## src/rtl/if_fetch_unit.sv

```systemverilog
// Instruction-fetch front end: credit-limited imem requests, prefetch FIFO, redirect flush/drain.
// Optional misaligned-redirect trap enabled with `define IFU_MISALIGN_CHK_EN.
module if_fetch_unit #(
    parameter logic [31:0] RESET_PC   = 32'h0000_0000,
    parameter int          FIFO_DEPTH = 2
) (
    input  logic        clk,
    input  logic        rst_n,
    input  logic        redirect_valid,
    input  logic [31:0] redirect_pc,
    input  logic        if_id_write,
    output logic        imem_req_valid,
    input  logic        imem_req_ready,
    output logic [31:0] imem_req_addr,
    input  logic        imem_rsp_valid,
    input  logic [31:0] imem_rsp_data,
    output logic        instr_valid,
    output logic [31:0] instr_out,
    output logic [31:0] pc_out,
    output logic        fetch_fault
);

    localparam int PTR_W = $clog2(FIFO_DEPTH);
    localparam int CNT_W = PTR_W + 1;
    localparam logic [CNT_W:0] DEPTH_C = (CNT_W + 1)'(FIFO_DEPTH);

    typedef enum logic [1:0] {S_IDLE, S_RUN, S_DRAIN} state_t;

    state_t             r_state;
    state_t             w_state_nxt;
    logic [31:0]        r_fetch_pc;
    logic [31:0]        r_rsp_pc;
    logic [CNT_W-1:0]   r_outs_cnt;
    logic [CNT_W-1:0]   w_outs_nxt;
    logic [CNT_W-1:0]   r_drop_cnt;
    logic [CNT_W-1:0]   w_drop_nxt;
    logic [CNT_W-1:0]   r_fifo_cnt;
    logic [PTR_W-1:0]   r_wr_ptr;
    logic [PTR_W-1:0]   r_rd_ptr;
    logic [31:0]        r_fifo_pc   [FIFO_DEPTH];
    logic [31:0]        r_fifo_data [FIFO_DEPTH];

    logic        w_fault;
    logic        w_rsp_ok;
    logic        w_credit;
    logic        w_req_valid;
    logic        w_req_fire;
    logic        w_instr_valid;
    logic        w_push;
    logic        w_pop;
    logic [31:0] w_target;

    // Low address bits are always dropped; the optional check only flags them.
    assign w_target = redirect_pc & ~32'h0000_0003;

`ifdef IFU_MISALIGN_CHK_EN
    logic r_fault;

    always_ff @(posedge clk or negedge rst_n) begin
        if (!rst_n) begin
            r_fault <= 1'b0;
        end else if (redirect_valid) begin
            r_fault <= |redirect_pc[1:0];
        end
    end

    assign w_fault = r_fault;
`else
    assign w_fault = 1'b0;
`endif

    assign fetch_fault = w_fault;

    // Responses arriving with nothing outstanding are ignored.
    assign w_rsp_ok      = imem_rsp_valid && (r_outs_cnt != '0);
    assign w_credit      = ({1'b0, r_outs_cnt} + {1'b0, r_fifo_cnt}) < DEPTH_C;
    assign w_req_valid   = (r_state == S_RUN) && w_credit && !redirect_valid && !w_fault;
    assign w_req_fire    = w_req_valid && imem_req_ready;
    assign w_instr_valid = (r_fifo_cnt != '0) && !redirect_valid && !w_fault;
    assign w_push        = (r_state == S_RUN) && w_rsp_ok && !redirect_valid;
    assign w_pop         = w_instr_valid && if_id_write;

    assign imem_req_valid = w_req_valid;
    assign imem_req_addr  = r_fetch_pc;
    assign instr_valid    = w_instr_valid;
    assign instr_out      = w_instr_valid ? r_fifo_data[r_rd_ptr] : 32'h0;
    assign pc_out         = w_instr_valid ? r_fifo_pc[r_rd_ptr]   : 32'h0;

    always_comb begin
        w_state_nxt = r_state;
        w_outs_nxt  = r_outs_cnt;
        w_drop_nxt  = r_drop_cnt;
        if (redirect_valid) begin
            // Everything still in flight must be discarded before refetching.
            w_outs_nxt  = r_outs_cnt - CNT_W'(w_rsp_ok);
            w_drop_nxt  = w_outs_nxt;
            w_state_nxt = (w_outs_nxt != '0) ? S_DRAIN : S_RUN;
        end else begin
            case (r_state)
                S_IDLE: begin
                    w_state_nxt = S_RUN;
                end
                S_RUN: begin
                    w_outs_nxt = r_outs_cnt + CNT_W'(w_req_fire) - CNT_W'(w_rsp_ok);
                end
                S_DRAIN: begin
                    if (w_rsp_ok) begin
                        w_outs_nxt = r_outs_cnt - CNT_W'(1);
                        w_drop_nxt = r_drop_cnt - CNT_W'(1);
                    end
                    if (w_drop_nxt == '0) begin
                        w_state_nxt = S_RUN;
                    end
                end
                default: begin
                    w_state_nxt = S_IDLE;
                end
            endcase
        end
    end

    always_ff @(posedge clk or negedge rst_n) begin
        if (!rst_n) begin
            r_state    <= S_IDLE;
            r_outs_cnt <= '0;
            r_drop_cnt <= '0;
        end else begin
            r_state    <= w_state_nxt;
            r_outs_cnt <= w_outs_nxt;
            r_drop_cnt <= w_drop_nxt;
        end
    end

    always_ff @(posedge clk or negedge rst_n) begin
        if (!rst_n) begin
            r_fetch_pc <= RESET_PC;
            r_rsp_pc   <= RESET_PC;
            r_fifo_cnt <= '0;
            r_wr_ptr   <= '0;
            r_rd_ptr   <= '0;
        end else if (redirect_valid) begin
            r_fetch_pc <= w_target;
            r_rsp_pc   <= w_target;
            r_fifo_cnt <= '0;
            r_wr_ptr   <= '0;
            r_rd_ptr   <= '0;
        end else begin
            if (w_req_fire) begin
                r_fetch_pc <= r_fetch_pc + 32'd4;
            end
            if (w_push) begin
                r_rsp_pc <= r_rsp_pc + 32'd4;
                r_wr_ptr <= r_wr_ptr + PTR_W'(1);
            end
            if (w_pop) begin
                r_rd_ptr <= r_rd_ptr + PTR_W'(1);
            end
            r_fifo_cnt <= r_fifo_cnt + CNT_W'(w_push) - CNT_W'(w_pop);
        end
    end

    // Storage carries no reset; validity comes from r_fifo_cnt.
    always_ff @(posedge clk) begin
        if (w_push) begin
            r_fifo_pc[r_wr_ptr]   <= r_rsp_pc;
            r_fifo_data[r_wr_ptr] <= imem_rsp_data;
        end
    end

`ifndef SYNTHESIS
    a_rsp_without_req: assert property (
        @(posedge clk) disable iff (!rst_n) imem_rsp_valid |-> (r_outs_cnt != '0)
    );
`endif

endmodule
```

## config.mk

```make
export PLATFORM = sky130hd
export DESIGN_NAME = if_fetch_unit
export DESIGN_NICKNAME = d
export VERILOG_FILES = /design/src/rtl/if_fetch_unit.sv
export SDC_FILE = /design/constraint.sdc
export NUM_CORES = 1
export LEC_CHECK = 0
export CELL_PAD_IN_SITES_DETAIL_PLACEMENT = 2
export CELL_PAD_IN_SITES_GLOBAL_PLACEMENT = 2
export CORE_ASPECT_RATIO = 1.1
export CORE_UTILIZATION = 32
export CTS_BUF_LIST = sky130_fd_sc_hd__clkbuf_4 sky130_fd_sc_hd__clkbuf_8
export DETAILED_ROUTE_END_ITERATION = 8
export PLACE_DENSITY = 0.77
export SLEW_MARGIN = 40
export SYNTH_ARGS = -nofsm -noshare
export SYNTH_HDL_FRONTEND = slang
export SYNTH_SLANG_ARGS = --single-unit
```

## constraint.sdc

```tcl
create_clock -name clk -period 4.4 [get_ports clk]
set_input_delay 0.44 -clock clk [delete_from_list [all_inputs] [get_ports clk]]
set_output_delay 0.44 -clock clk [all_outputs]
set_load 0.1 [all_outputs]
```

==> results.toml <==
[clocking]
cts_resized = 0
htree_levels = 4
ctsLongestPathBuffers = 2
holdBufCountCts = 1
clk_pin_slew_ns = 0.10
cts-root-buf = "clkbuf_8"
clock_latency_ns = 0.47
cts_sinks = 194
cts_setup_buffers = 0
numCtsBuffers = 17
cts_tree = "built"

[critical_path]
critPathRequiredTime_ns = 3.96
path_class = "register to primary output"
cp_max_fo = 3
cp-start-kind = "register"
cp-end-kind = "primary output"
critical_path_arrival_ns = 2.42

[timing]
slew_headroom = 0.4689
rsz0062_at_grt = "false"
final-hold-violation-count = 0
fin_skew_ns = 0.02278
finalWorstSetupSlack_ns = 1.542
worst_pin_slew_ns = 0.7937
setup_tns_ns = 0
worst_hold_slack_ns = 0.3402
setup_viol_count_final = 0
finalCriticalPeriod_ns = 2.858
drv_slew = 0
finalCritPeriodShare = 0.6496
max_freq_mhz = 349.9

[route]
routedWlPerCell_um = 19.61
vias_per_cell = 4.989
vias = 6201
final_antenna_net_count = 0
drt-total-wl_um = 24370
initialDrtViolationCount = 252
drc = 0
drtPass1Iterations = 7

[synth]
yosys_warnings = 0
synth_edf_count = 124
netlist_top_cells_area = "edfxtp_1 (43%), dfrtp_1 (20%), mux2i_1 (7.1%)"
ys_async_sr_fraction = 0.3608
synth-seq-cells = 194
synth_top_area_cell = "edfxtp_1"
synth-main-ff-cell = "edfxtp_1"
postSynthCellCount = 714
netlist_top_cells_count = "edfxtp_1 (124), nor2_1 (90), dfrtp_1 (70), nand2_1 (63), mux2i_1 (62)"
synth_top_area_share = 0.4284
synth_area_sq_um = 8692
syn_area_per_cell_sq_um = 12.17
yosysMostFrequentCell = "edfxtp_1"
yosysUniqueCellTypes = 55
synth-seq-area-share = 0.6299

[final_layout]
num_antenna_cells = 0
drive_gt1_frac = 0.1841
syn2layout_area_growth_pct = 24.96
design_area_sq_um = 10860
layoutNonFillerInstCount = 1243
final_core_util = 0.4118
fin_nets = 957

[power_and_ir_drop]
power.leakage_nw = 4.021
p_total_mw = 5.488
ir_drop_v = 0.0003069
power.density_nw_per_um2 = 505.3

[run_status]
status = "finished clean"

[placement]
buffer_ports.inserted = 161
place_congestion = 0.7815
dp_hpwl_um = 17240
pre_cts_ws_ns = 1.588
placed_cell_area_sq_um = 10450
dp_cells = 1210

[global_routing]
antenna_found_initial = 0
grt_max_degree = 63
grt_pass1_wl_um = 38920
gr-total-overflow = 0
grt_pass1_vias = 6883
track_usage = 0.1801

[floorplanning]
core_sq_um = 26380
start_util = 0.3296
ios = 169
fp-row-count = 62
fp.dieH_um = 174.9
die_w_um = 159.1
dieArea_sq_um = 27830

[run]
maxCapViolations = 0

[worst_hold_path]
hold_path.class = "input port to register"
layer usage:
layer	global-route usage	vias up	share of wire
li1	-	2924	-
met1	0.2430	3127	0.48
met2	0.3014	141	0.48
met3	0.02943	9	0.029
met4	0.04567	0	0.0069
met5	0	-	0
power breakdown:
group / total, mW / switching (mW) / internal (mW) / leakage, nW
Clock: 1.17 / 0.636 / 0.529 / 0.210
Combinational: 1.95 / 1.45 / 0.506 / 1.84
Sequential: 2.37 / 0.211 / 2.16 / 1.97
Total: 5.49 / 2.29 / 3.19 / 4.02
path summary, 6_finish.rpt:
kind                                           from                    endpoint  slack [ns]  cells after the start
setup / recovery            r_fifo_cnt[0]$_DFF_PN0_              imem_req_valid        1.54                      5
hold / removal                       redirect_valid   r_drop_cnt[0]$_DFFE_PN0P_        0.34                      2
setup reg to reg            r_fifo_cnt[0]$_DFF_PN0_   r_outs_cnt[1]$_DFFE_PN0P_        1.58                     12
hold reg to reg            r_rsp_pc[30]$_DFFE_PN0N_  r_fifo_pc[0][30]$_DFFE_PP_        0.51                      0
max in group asynchronous                     rst_n        r_rd_ptr$_DFFE_PN0P_        3.18                      3
min in group asynchronous                     rst_n    r_rsp_pc[23]$_DFFE_PN0N_        0.50                      2
flip-flops by register name, summed over array words and instances, names as in the netlist:
name	count
r_fifo_pc	60
r_drop_cnt	2
r_fifo_cnt	2
r_fifo_data	64
r_rd_ptr	1
r_state	2
imem_req_addr	30
r_rsp_pc	30
r_wr_ptr	1
r_outs_cnt	2
worst max-delay path: stages (launching register included):
cell	delay (ns)
dfrtp_1	0.45
and2_1	0.19
fa_1	0.45
nor4b_2	0.31
nor2b_1	0.23
buf_4	0.32
cells by family after synthesis:
family	share of synthesized area
flip-flops	0.6299
AO/OA/AOI/OAI	0.06938
XOR/XNOR	0.03930
buffers and inverters	0.02461
AND/OR/NAND/NOR	0.1447
other	0.0004314
multiplexers	0.07788
adder cells (fa/ha/maj)	0.01382
layout make-up:
type / instances / area [sq um]
clock buffers: 22 / 302.8
clock inverters: 10 / 97.59
fillers: 2738 / 15510
inverters: 16 / 60.06
multi-input cells: 473 / 3040
flip-flops and latches: 194 / 5479
well taps: 352 / 440.4
repair buffers: 176 / 1441
cell usage in the layout, fill, tap and decap left out, types with 4 or more instances in the layout:
master	n
clkbuf_8	22
mux2i_1	62
nand2_1	63
buf_4	75
nor2_1	88
clkdlybuf4s50_1	65
edfxtp_1	124
nand3_1	33
ha_1	8
o211ai_1	13
nor3_1	8
inv_1	15
clkinv_4	4
mux2_2	5
a21oi_1	13
xor2_1	25
o311ai_1	8
conb_1	5
buf_2	31
xnor2_1	14
a21o_1	4
nor2b_1	6
and3_1	7
dfrtp_1	69
o21ai_0	35
and2_1	5
nand4_1	21
No activity file was read; power rests on OpenSTA's default activity.
